`config.mk`:
```
export PLATFORM = sky130hd
export DESIGN_NAME = befehls_holer
export DESIGN_NICKNAME = d
export VERILOG_FILES = /design/src/rtl/hans_pkg.sv /design/src/rtl/naechste_adresse.sv /design/src/rtl/befehls_holer.sv
export SDC_FILE = /design/constraint.sdc
export NUM_CORES = 1
export LEC_CHECK = 0
export BUFFER_PORTS_ARGS = -buffer_cell sky130_fd_sc_hd__buf_2
export CAP_MARGIN = 20
export CORE_MARGIN = 2
export CORE_UTILIZATION = 53
export CTS_CLUSTER_SIZE = 40
export DETAILED_ROUTE_END_ITERATION = 12
export PLACE_DENSITY = 0.84
export SYNTH_ARGS = -nofsm -noshare
export SYNTH_HDL_FRONTEND = slang
export SYNTH_HIERARCHICAL = 1
export SYNTH_SLANG_ARGS = --single-unit
```
`constraint.sdc`:
```
create_clock -name Takt -period 6.71 [get_ports Takt]
set_input_delay 1.342 -clock Takt [delete_from_list [all_inputs] [get_ports Takt]]
set_output_delay 1.342 -clock Takt [all_outputs]
set_load 0.03 [all_outputs]
```
`src/rtl/hans_pkg.sv`:
```
// Shared types and constants for the instruction fetch path.
package hans_pkg;

  localparam int WORTBREITE = 32;
  localparam logic [WORTBREITE-1:0] NOP_WORT = 32'h0000_0000;

  typedef enum logic [1:0] {
    LEERLAUF = 2'd0,
    ANFRAGE  = 2'd1,
    AUSGABE  = 2'd2
  } holerZustand_t;

endpackage

```
`src/rtl/naechste_adresse.sv`:
```
// Combinational selection of the next fetch address: sequential PC,
// PC-relative branch or absolute register target.
module naechste_adresse
  import hans_pkg::*;
(
  input  logic [WORTBREITE-1:0] pc,
  input  logic [WORTBREITE-1:0] pcAlt,
  input  logic [WORTBREITE-1:0] versatz,
  input  logic [WORTBREITE-1:0] registerZiel,
  input  logic                  sprungNehmen,
  input  logic                  relativerSprung,
  input  logic                  absoluterSprung,
  output logic [WORTBREITE-1:0] ziel
);

  // Absolute wins over relative when the decoder flags both.
  always_comb begin
    ziel = pc;
    if (sprungNehmen && absoluterSprung) begin
      ziel = registerZiel;
    end else if (sprungNehmen && relativerSprung) begin
      ziel = pcAlt + versatz;
    end
  end

endmodule

```
`src/rtl/befehls_holer.sv`:
```
// Instruction fetch unit: holds the PC, reads one word per request over a
// req/ready handshake and presents it to the decoder with a one-cycle strobe.
module befehls_holer
  import hans_pkg::*;
#(
  parameter logic [WORTBREITE-1:0] START_ADRESSE = 32'h0000_0000,
  parameter int                    TIMEOUT       = 255
) (
  input  logic                  Takt,
  input  logic                  Reset,
  input  logic                  Holen,
  input  logic                  SprungNehmen,
  input  logic                  RelativerSprung,
  input  logic                  AbsoluterSprung,
  input  logic [WORTBREITE-1:0] Versatz,
  input  logic [WORTBREITE-1:0] RegisterZiel,
  output logic [WORTBREITE-1:0] SpeicherAdresse,
  output logic                  SpeicherLesen,
  input  logic                  SpeicherBereit,
  input  logic [WORTBREITE-1:0] SpeicherDaten,
  output logic [WORTBREITE-1:0] Instruktion,
  output logic                  DekodierSignal,
  output logic [WORTBREITE-1:0] BefehlsZaehler,
  output logic                  Beschaeftigt,
  output logic                  Fehler
);

  // The counter equals the number of completed wait cycles, so the request
  // gives up in the cycle where it would reach TIMEOUT.
  localparam logic [15:0] TIMEOUT_GRENZE = 16'(TIMEOUT - 1);

  holerZustand_t          zustand, zustandNext;
  logic [WORTBREITE-1:0]  pcReg;
  logic [WORTBREITE-1:0]  zielAdresse;
  logic [15:0]            zaehler;
  logic                   ersterBefehl;
  logic                   erfolg;
  logic                   zeitUeber;

  naechste_adresse uNaechsteAdresse (
    .pc              (pcReg),
    .pcAlt           (BefehlsZaehler),
    .versatz         (Versatz),
    .registerZiel    (RegisterZiel),
    .sprungNehmen    (SprungNehmen && !ersterBefehl),
    .relativerSprung (RelativerSprung),
    .absoluterSprung (AbsoluterSprung),
    .ziel            (zielAdresse)
  );

  always_comb begin
    zustandNext = zustand;
    erfolg      = 1'b0;
    zeitUeber   = 1'b0;
    case (zustand)
      LEERLAUF: begin
        if (Holen) zustandNext = ANFRAGE;
      end
      ANFRAGE: begin
        // Ready in the final allowed cycle still counts as a successful read.
        if (SpeicherBereit) begin
          erfolg      = 1'b1;
          zustandNext = AUSGABE;
        end else if (zaehler == TIMEOUT_GRENZE) begin
          zeitUeber   = 1'b1;
          zustandNext = LEERLAUF;
        end
      end
      AUSGABE:  zustandNext = LEERLAUF;
      default:  zustandNext = LEERLAUF;
    endcase
  end

  assign Beschaeftigt = (zustand != LEERLAUF);

  always_ff @(posedge Takt or posedge Reset) begin
    if (Reset) begin
      zustand         <= LEERLAUF;
      pcReg           <= START_ADRESSE;
      zaehler         <= '0;
      ersterBefehl    <= 1'b1;
      SpeicherAdresse <= '0;
      SpeicherLesen   <= 1'b0;
      Instruktion     <= NOP_WORT;
      BefehlsZaehler  <= '0;
      DekodierSignal  <= 1'b0;
      Fehler          <= 1'b0;
    end else begin
      zustand        <= zustandNext;
      DekodierSignal <= erfolg;
      if (zustand == LEERLAUF && Holen) begin
        SpeicherAdresse <= zielAdresse;
        SpeicherLesen   <= 1'b1;
        zaehler         <= '0;
      end else if (zustand == ANFRAGE) begin
        if (erfolg) begin
          Instruktion    <= SpeicherDaten;
          BefehlsZaehler <= SpeicherAdresse;
          pcReg          <= SpeicherAdresse + 32'd1;
          SpeicherLesen  <= 1'b0;
          ersterBefehl   <= 1'b0;
          zaehler        <= '0;
        end else if (zeitUeber) begin
          Fehler        <= 1'b1;
          SpeicherLesen <= 1'b0;
          Instruktion   <= NOP_WORT;
          zaehler       <= '0;
        end else begin
          zaehler <= zaehler + 16'd1;
        end
      end
    end
  end

endmodule

```
==> impl_results.md, run 1 <==
* Clock-pin slew on the worst setup and hold paths at 0.06 ns
* Yosys top cell area share at between 40% and 50%
* RSZ-0062 raised after global routing: no
* Cell area after placement at approximately 0.0099 mm^2
* Combinational fraction of design power at around 50%
* Largest area contributor in the netlist: dfrtp_1
* Final setup TNS at 0 ns
* Run status: finished clean
* Post-synthesis cell count at 958
* Delay of the slowest critical-path stage at 0.45 ns
* Total core area at approximately 0.016 mm^2
* Clk_skew at about 0.0085 ns
* Worst hold path depth at 1
* DR vias/cell at a little under 6
* Sw power at 0.00244 W
* Synthesized flop and latch total at 150
* R2R Path End: SpeicherAdresse[22]
* Yosys warning count at 6
* Setup Crit Path Kind: in -> reg
* Worst-Skew Late Latency at around 0.43 ns
* DIE AREA at 0.0175 mm^2
* Slowest cell on the critical path: a221oi_2
* Maximum clock path buffer count at 2
* Antenna violations before repair at 0
* H-tree depth at 4
* Max Clk Rate at about 270 MHz
* CP arrival at slightly above 4 ns
* Tcrit/Tclk final at around 55%
* CP startpoint: Versatz[0]
* CTS sink count at 150
* FP Rows at 46
* TritonCTS Buffers at 17
* DR vias at between 8,000 and 9,000
* TritonCTS clock tree: yes
* DR DRC count at 0
* Die Y at ~130 um
* Slew at the pin closest to its max-slew limit at ~0.97 ns
* Post-synthesis async set-or-reset flop share at 100%
* Syn_area_per_cell at 9.13 um^2
* Seq/Total Area, Yosys at around 43%
* CP Cell Sequence: buf_2 -> ha_1 -> fa_1 -> a21o_1 -> a221oi_2 -> o211a_1 -> o21bai_1 -> a21oi_1 -> nor3_1 -> o32a_1 -> mux2_2
* Final Core Density at roughly two thirds
* Synth cell types at 75
* Worst IR drop on VDD at ~280 uV
* Most frequent cell after synthesis: nand2_1
* Leakage at 5.11 nW
* Place WS at around 2.6 ns
* Setup bufs post-CTS at 0
* CP required at around 7 ns
* Vias in the first global route at around 8,000
* Total wire length at between 20,000 and 25,000 um
* Crit. End Element: register
* IO Count at just over 200
* DR iter-0 viols at roughly 770
* CP Launch Type: input pin
* Share of cells above drive strength 1 at 26.2%
* Pwr/cell area at 497 mW/mm^2
* Reg2reg setup slack at 3.58 ns
* Slew Limit Fails at 0
* Detailed Place HPWL at 17,500 um
* Top_reg_cell synth: dfrtp_1
* Pin count of the biggest net entering global routing at 92
* First-pass GRT wire length at about 40,000 um
* Gpl congestion at about 0.95
* GRT Overall Usage at ~28%
* Sw frac at about 47%
* Final setup fails at 0
* Clock power share at 17.4%
* Root Driver: clkbuf_16
* WL/cell at ~18 um
* Min-Delay Path Class: reg -> reg
* Worst-path maximum fanout at 4
* Final Hold Vio Count at 0
* Relative slew slack at about a third
* Synth Cell Area at approximately 0.0087 mm^2
* IO buf count at between 200 and 250
* Worst-case reg-to-reg path depth at 10
* Syn nets at around 1,100
* Sequential power share at between 30 and 40%
* Cts hold-fix bufs at 0
* Period minus WS final at between 3 and 4 ns
* Commonest cells in the netlist: 188 x nand2_1, 149 x dfrtp_1, 63 x o21ai_0, 56 x a21oi_1, 50 x nor2_1
* Ranking of synthesized cells by area: dfrtp_1 43%, nand2_1 8.1%, ha_1 4.9%
* Final nets at between 1,000 and 1,500
* Setup ws final at between 2 and 3 ns
* First-pass iteration count of the detailed router at 6
* Final instance area at 0.0105 mm^2
* Power Internal at 0.00277 W
* Post_cts resized at 0
* Reg-to-reg startpoint: BefehlsZaehler[0]
* Setup crit end: SpeicherAdresse[22]
* Max-cap viol count at 0
* Die X at about 130 um
* Area growth syn-to-layout at 19.7%
* Starting Density at about 55%
* Total gr overflow at 0
* Routed Antenna Nets at 0
* Post-synth EDFFs at 0
## flip-flops by register name, summed over array words and instances (netlist names)
name / count
SpeicherLesen: 1
DekodierSignal: 1
BefehlsZaehler: 32
zaehler: 16
ersterBefehl: 1
Fehler: 1
Instruktion: 32
zustand: 2
SpeicherAdresse: 32
pcReg: 32
## layout make-up
cell class | instances | area (um^2)
flip-flops and latches | 150 | 3750
clock buffers | 20 | 457
fillers | 1358 | 5530
diodes | 1 | 2.50
clock inverters | 12 | 105
well taps | 216 | 270
repair buffers | 211 | 1110
multi-input cells | 743 | 4700
inverters | 16 | 65.1
## power groups by stage
stage	Combinational (W)	Clock (W)	Sequential (W)
global placement	0.00250	0	0.00169
finish	0.00260	0.000904	0.00170
floorplan	0.00133	0	0.00218
global route	0.00281	0.000955	0.00176
detailed placement	0.00256	0	0.00170
CTS	0.00257	0.000915	0.00169
## critical path: cells and delay by family
kind	cells	cell delay, ns
AND/OR/NAND/NOR	1	0.06
AO/OA/AOI/OAI	6	1.61
adder cells (fa/ha/maj)	2	0.63
multiplexers	1	0.26
buffers and inverters	1	0.11
## worst min path at each step
| stage | startpoint | endpoint | slack (ns) |
|---|---|---|---|
| 6_report | Fehler | Fehler | 0.47 |
| 3_3_place_gp | SpeicherLesen | SpeicherLesen | 0.46 |
| 2_1_floorplan | pcReg[1] | pcReg[1] | 0.45 |
| 3_5_place_dp | Fehler | Fehler | 0.46 |
| 5_1_grt | Fehler | Fehler | 0.50 |
| 4_1_cts | Fehler | Fehler | 0.48 |
## through the flow
stage | total power, W | hold slack, ns | instances
2_1_floorplan | 0.00350 | 0.446 | 958
3_3_place_gp | 0.00418 | 0.457 | 1334
3_5_place_dp | 0.00425 | 0.457 | 1334
4_1_cts | 0.00518 | 0.477 | 1366
5_1_grt | 0.00552 | 0.502 | 1368
6_report | 0.00520 | 0.474 | 1369
## cell usage in the layout, fill, tap and decap left out, types with 8 or more instances in the layout
master	count
nand4_1	19
dfrtp_1	149
mux2_2	30
o21ai_0	63
and3_1	13
xnor2_1	20
inv_1	14
a31oi_1	15
buf_2	202
a21oi_1	56
ha_1	34
nor2_1	50
nand3_1	27
and2_1	8
a22oi_1	8
or3_1	10
nand2_1	188
clkbuf_16	17
nor3_1	11
a21o_1	26
a22o_1	33
xor2_1	26
## cell families after synthesis
logic type	Yosys count	share of synthesized area, %
simple gates	368	20.0
xor+xnor	46	4.61
compound gates	261	19.9
mux	33	4.22
flops	150	42.9
fa+ha+maj	35	5.09
buf+inv	65	3.33
## per-layer routing
layer / up-vias / part of all wire, % / global-route usage [%]
li1: 3806 / - / -
met1: 3880 / 42 / 38.8
met2: 423 / 46 / 44.5
met3: 63 / 8.9 / 6.02
met4: 0 / 3.1 / 11.4
met5: - / 0 / 0
Power figures use the tool's default switching activity.
==> inputs of run 2 (changes only) <==
- ABC_AREA: not set -> 1
- CORE_UTILIZATION: 53 -> 51
- PLACE_DENSITY: 0.84 -> 0.83
- clock period: 6.71 -> 3.3 ns (I/O delays scaled with it)
==> run 2 against run 1 <==
  * Via count is 28% higher
  * Sequential power grew 96%
  * Worst setup slack lost 2.0 ns
  * Hold slack got worse by 0.084 ns
  * Count of clock-buffer cells in the layout is 3 higher
  * Critical path depth grew 3
  * Total power increased by 100%
  * Clock power up 110%
  * Clock skew increased by 0.0032 ns
  * Non-clock buffer count up 3
  * Critical path type is now reg -> reg
==> impl_results.md, run 2 <==
* Detailed Place HPWL at 22,900 um (+31%)
* Synth Cell Area at 0.0100 mm^2 (+14%)
* GRT Overall Usage at 29.9% (+1.4 points)
* Sw frac at 49.5% (+2.7 points)
* Yosys warning count at 6 (unchanged)
* Tcrit/Tclk final at a little under three quarters
* Max-cap viol count at 0 (unchanged)
* First-pass GRT wire length at 48,300 um (+20%)
* Post-synthesis async set-or-reset flop share at 100% (unchanged)
* IO buf count at 202 (unchanged)
* Clock-pin slew on the worst setup and hold paths at 0.06 ns (about the same)
* Cts hold-fix bufs at 0 (unchanged)
* Die X at 144 um (+8.8%)
* Die Y at 144 um (+8.8%)
* Pin count of the biggest net entering global routing at 65 (-29%)
* Worst-case reg-to-reg path depth at 14 (+4)
* Total core area at 0.0193 mm^2 (+21%)
* Layout Cells excl Fill at 2,009 (+47%)
* TritonCTS Buffers at 17 (unchanged)
* Seq/Total Area, Yosys at 37.5% (-5.4 points)
* Post_cts resized at 0 (unchanged)
* Clk_skew at 0.0117 ns (+0.00322 ns)
* DR DRC count at 0 (unchanged)
* CTS sink count at 150 (unchanged)
* Final setup TNS at 0 ns (unchanged)
* Share of cells above drive strength 1 at 17.3% (-8.9 points)
* CP arrival at 2.64 ns (-1.39 ns)
* Commonest non-fill, non-tap cell in the layout: nand2_1
* Reg area at 0.00375 mm^2 (unchanged)
* Worst-Skew Late Latency at 0.42 ns (about the same)
* DIE AREA at 0.0208 mm^2 (+18%)
* Commonest cells in the netlist: 721 x nand2_1, 189 x inv_1, 149 x dfrtp_1, 102 x nor2_1, 75 x nand3_1
* Starting Density at 51.8% (-2.9 points)
* Pwr/cell area at 888 mW/mm^2 (+79%)
* Routed Antenna Nets at 0 (unchanged)
* Total gr overflow at 0 (unchanged)
* Synthesized flop and latch total at 150 (unchanged)
* Crit. End Element: register
* DR WL met2 at 13,800 um (+21%)
* Relative slew slack at 44.0% (+8.9 points)
* Slew Limit Fails at 0 (unchanged)
* CP Launch Type: register
* Synth cell types at 36 (-52%)
* Post-synthesis cell count at 1,538 (+61%)
* FP Rows at 51 (+11%)
* Power Internal at 0.00530 W (+92%)
* DR vias/cell at 5.23 (-12%)
* Final setup fails at 0 (unchanged)
* Reg2reg setup slack at 0.95 ns (-2.63 ns)
* Combinational fraction of design power at 50.5% (+0.6 points)
* Area growth syn-to-layout at 18.2%
* Multi-input gate area at 0.00532 mm^2 (+13%)
* Most frequent cells in the layout: 721 x nand2_1, 202 x buf_2, 188 x inv_1, 149 x dfrtp_1, 102 x nor2_1
* Sequential power share at 31.8% (-0.9 points)
* Maximum clock path buffer count at 2 (unchanged)
* Min-Delay Path Class: in -> async
* CP required at 3.59 ns (-3.43 ns)
* Antenna violations before repair at 1 (+1)
* Vias in the first global route at 9,925 (+24%)
* Post-synth EDFFs at 0 (unchanged)
* R2R Path End: SpeicherAdresse[28]
* Filler Cell Count at 1,774 (+31%)
* Reg-to-reg startpoint: BefehlsZaehler[0]
* Worst IR drop on VDD at 599 uV (+120%)
* Clock power share at 17.7% (+0.3 points)
* Placed cells at 1,978 (+48%)
* Leakage at 6.87 nW (+34%)
* Syn_area_per_cell at 6.51 um^2 (-29%)
* Yosys top cell area share at 37.3% (-5.4 points)
* Total wire length at 30,300 um (+22%)
* Met3 Wirelength at 2950 um (+33%)
* Final nets at 1,870 (+46%)
* Root Driver: clkbuf_16
* Most frequent cell after synthesis: nand2_1
* DR vias at 10,500 (+28%)
* DR iter-0 viols at 795 (+2.7%)
* Top_reg_cell synth: dfrtp_1
* TritonCTS clock tree: yes
* Period minus WS final at between 2 and 2.5 ns
* Max Clk Rate at between 400 and 500 MHz
* Ranking of synthesized cells by area: dfrtp_1 37%, nand2_1 27%, inv_1 7.1%
* Setup bufs post-CTS at 0 (unchanged)
* Setup Crit Path Kind: reg -> reg
* RSZ-0062 raised after global routing: no
* Sw power at 0.00521 W (+110%)
* Syn nets at 1,676 (+53%)
* IO Count at 203 (unchanged)
* First-pass iteration count of the detailed router at 6 (unchanged)
* H-tree depth at 4 (unchanged)
* Worst-path maximum fanout at 4 (unchanged)
* Gpl congestion at 0.977 (+2.8%)
* Run status: finished clean
* Slew at the pin closest to its max-slew limit at 0.838 ns (-0.132 ns)
* N_diodes at 0 (-1)
* WL/cell at 15.1 um (-17%)
* Final Hold Vio Count at 0 (unchanged)
* Largest area contributor in the netlist: dfrtp_1
* Highest routed layer: met5
* Met1 wire length at 12,300 um (+18%)
[run 2: changes by cell type in the layout (fill, tap and decap cells not counted), moves of 11 or more]
cell | before | now
mux2_2 | 30 | 0
and3_1 | 13 | 0
a22o_1 | 33 | 0
nand3_1 | 27 | 75
nor2_2 | 0 | 13
nand2_2 | 1 | 22
a21oi_1 | 56 | 26
inv_1 | 14 | 188
a21o_1 | 26 | 1
nor2_1 | 50 | 102
xor2_1 | 26 | 14
nand2_1 | 188 | 721
a31oi_1 | 15 | 4
[run 2: critical path, cell delays in order, from the launching register on]
cell	delay, ns
dfrtp_1	0.41
ha_1	0.27
fa_1	0.46
nand3_1	0.12
nand3_1	0.16
nand3_1	0.14
nand3_2	0.10
nand2_1	0.10
nand2_1	0.06
nand2_1	0.06
nand3_1	0.08
nand2_1	0.08
nand2_1	0.05
nand2_1	0.06
o21ai_0	0.08
[run 2: cell families after synthesis]
kind of cell               after synthesis  synth area share [%]
AOI/OAI and AO/OA                      123                  6.61
xor gates and xnor gates                24                  2.10
adders and majority gates               35                  4.45
buffers and inverters                  231                  9.35
DFF                                    150                  37.5
and+or+nand+nor                        975                  40.0
[run 2: stage by stage]
step	setup slack (ns)	utilization, %	cell area [um^2]	hold WS [ns]	total power (W)
after floorplan	0.752	-	10000	0.432	0.00694
after global placement	0.744	58.3	11300	0.446	0.00844
after detailed placement	0.659	58.3	11300	0.456	0.00856
after CTS	0.973	61.2	11800	0.411	0.0105
after global routing	0.758	61.2	11800	0.434	0.0112
final	0.954	61.2	11800	0.391	0.0105
[run 2: how the worst max path moves through the flow]
stage                 startpoint                   to
2_1_floorplan              Reset    BefehlsZaehler[0]
3_3_place_gp          Versatz[0]  SpeicherAdresse[28]
3_5_place_dp          Versatz[0]  SpeicherAdresse[28]
4_1_cts        BefehlsZaehler[0]  SpeicherAdresse[28]
5_1_grt        BefehlsZaehler[0]  SpeicherAdresse[28]
6_report       BefehlsZaehler[0]  SpeicherAdresse[28]
[run 2: routing by layer]
layer	vias up	GRT usage (%)
met2	472	48.4
li1	5120	-
met1	4811	37.7
met5	-	0
met4	2	13.3
met3	95	7.75
[run 2: power groups by stage]
stage	logic (W)	registers [W]	clock network, W
6_report	0.00531	0.00334	0.00186
4_1_cts	0.00526	0.00332	0.00188
2_1_floorplan	0.00271	0.00423	0
5_1_grt	0.00586	0.00342	0.00196
3_3_place_gp	0.00512	0.00332	0
3_5_place_dp	0.00524	0.00332	0
[run 2: final cells by class]
cell class / count / share of cell area [%]
inverter: 192 / 6.12
clock buffer: 23 / 4.12
clock inverter: 8 / 0.624
sequential: 150 / 31.7
timing repair buffer: 214 / 9.62
tap: 265 / 2.80
multi-input combinational: 1157 / 45.0
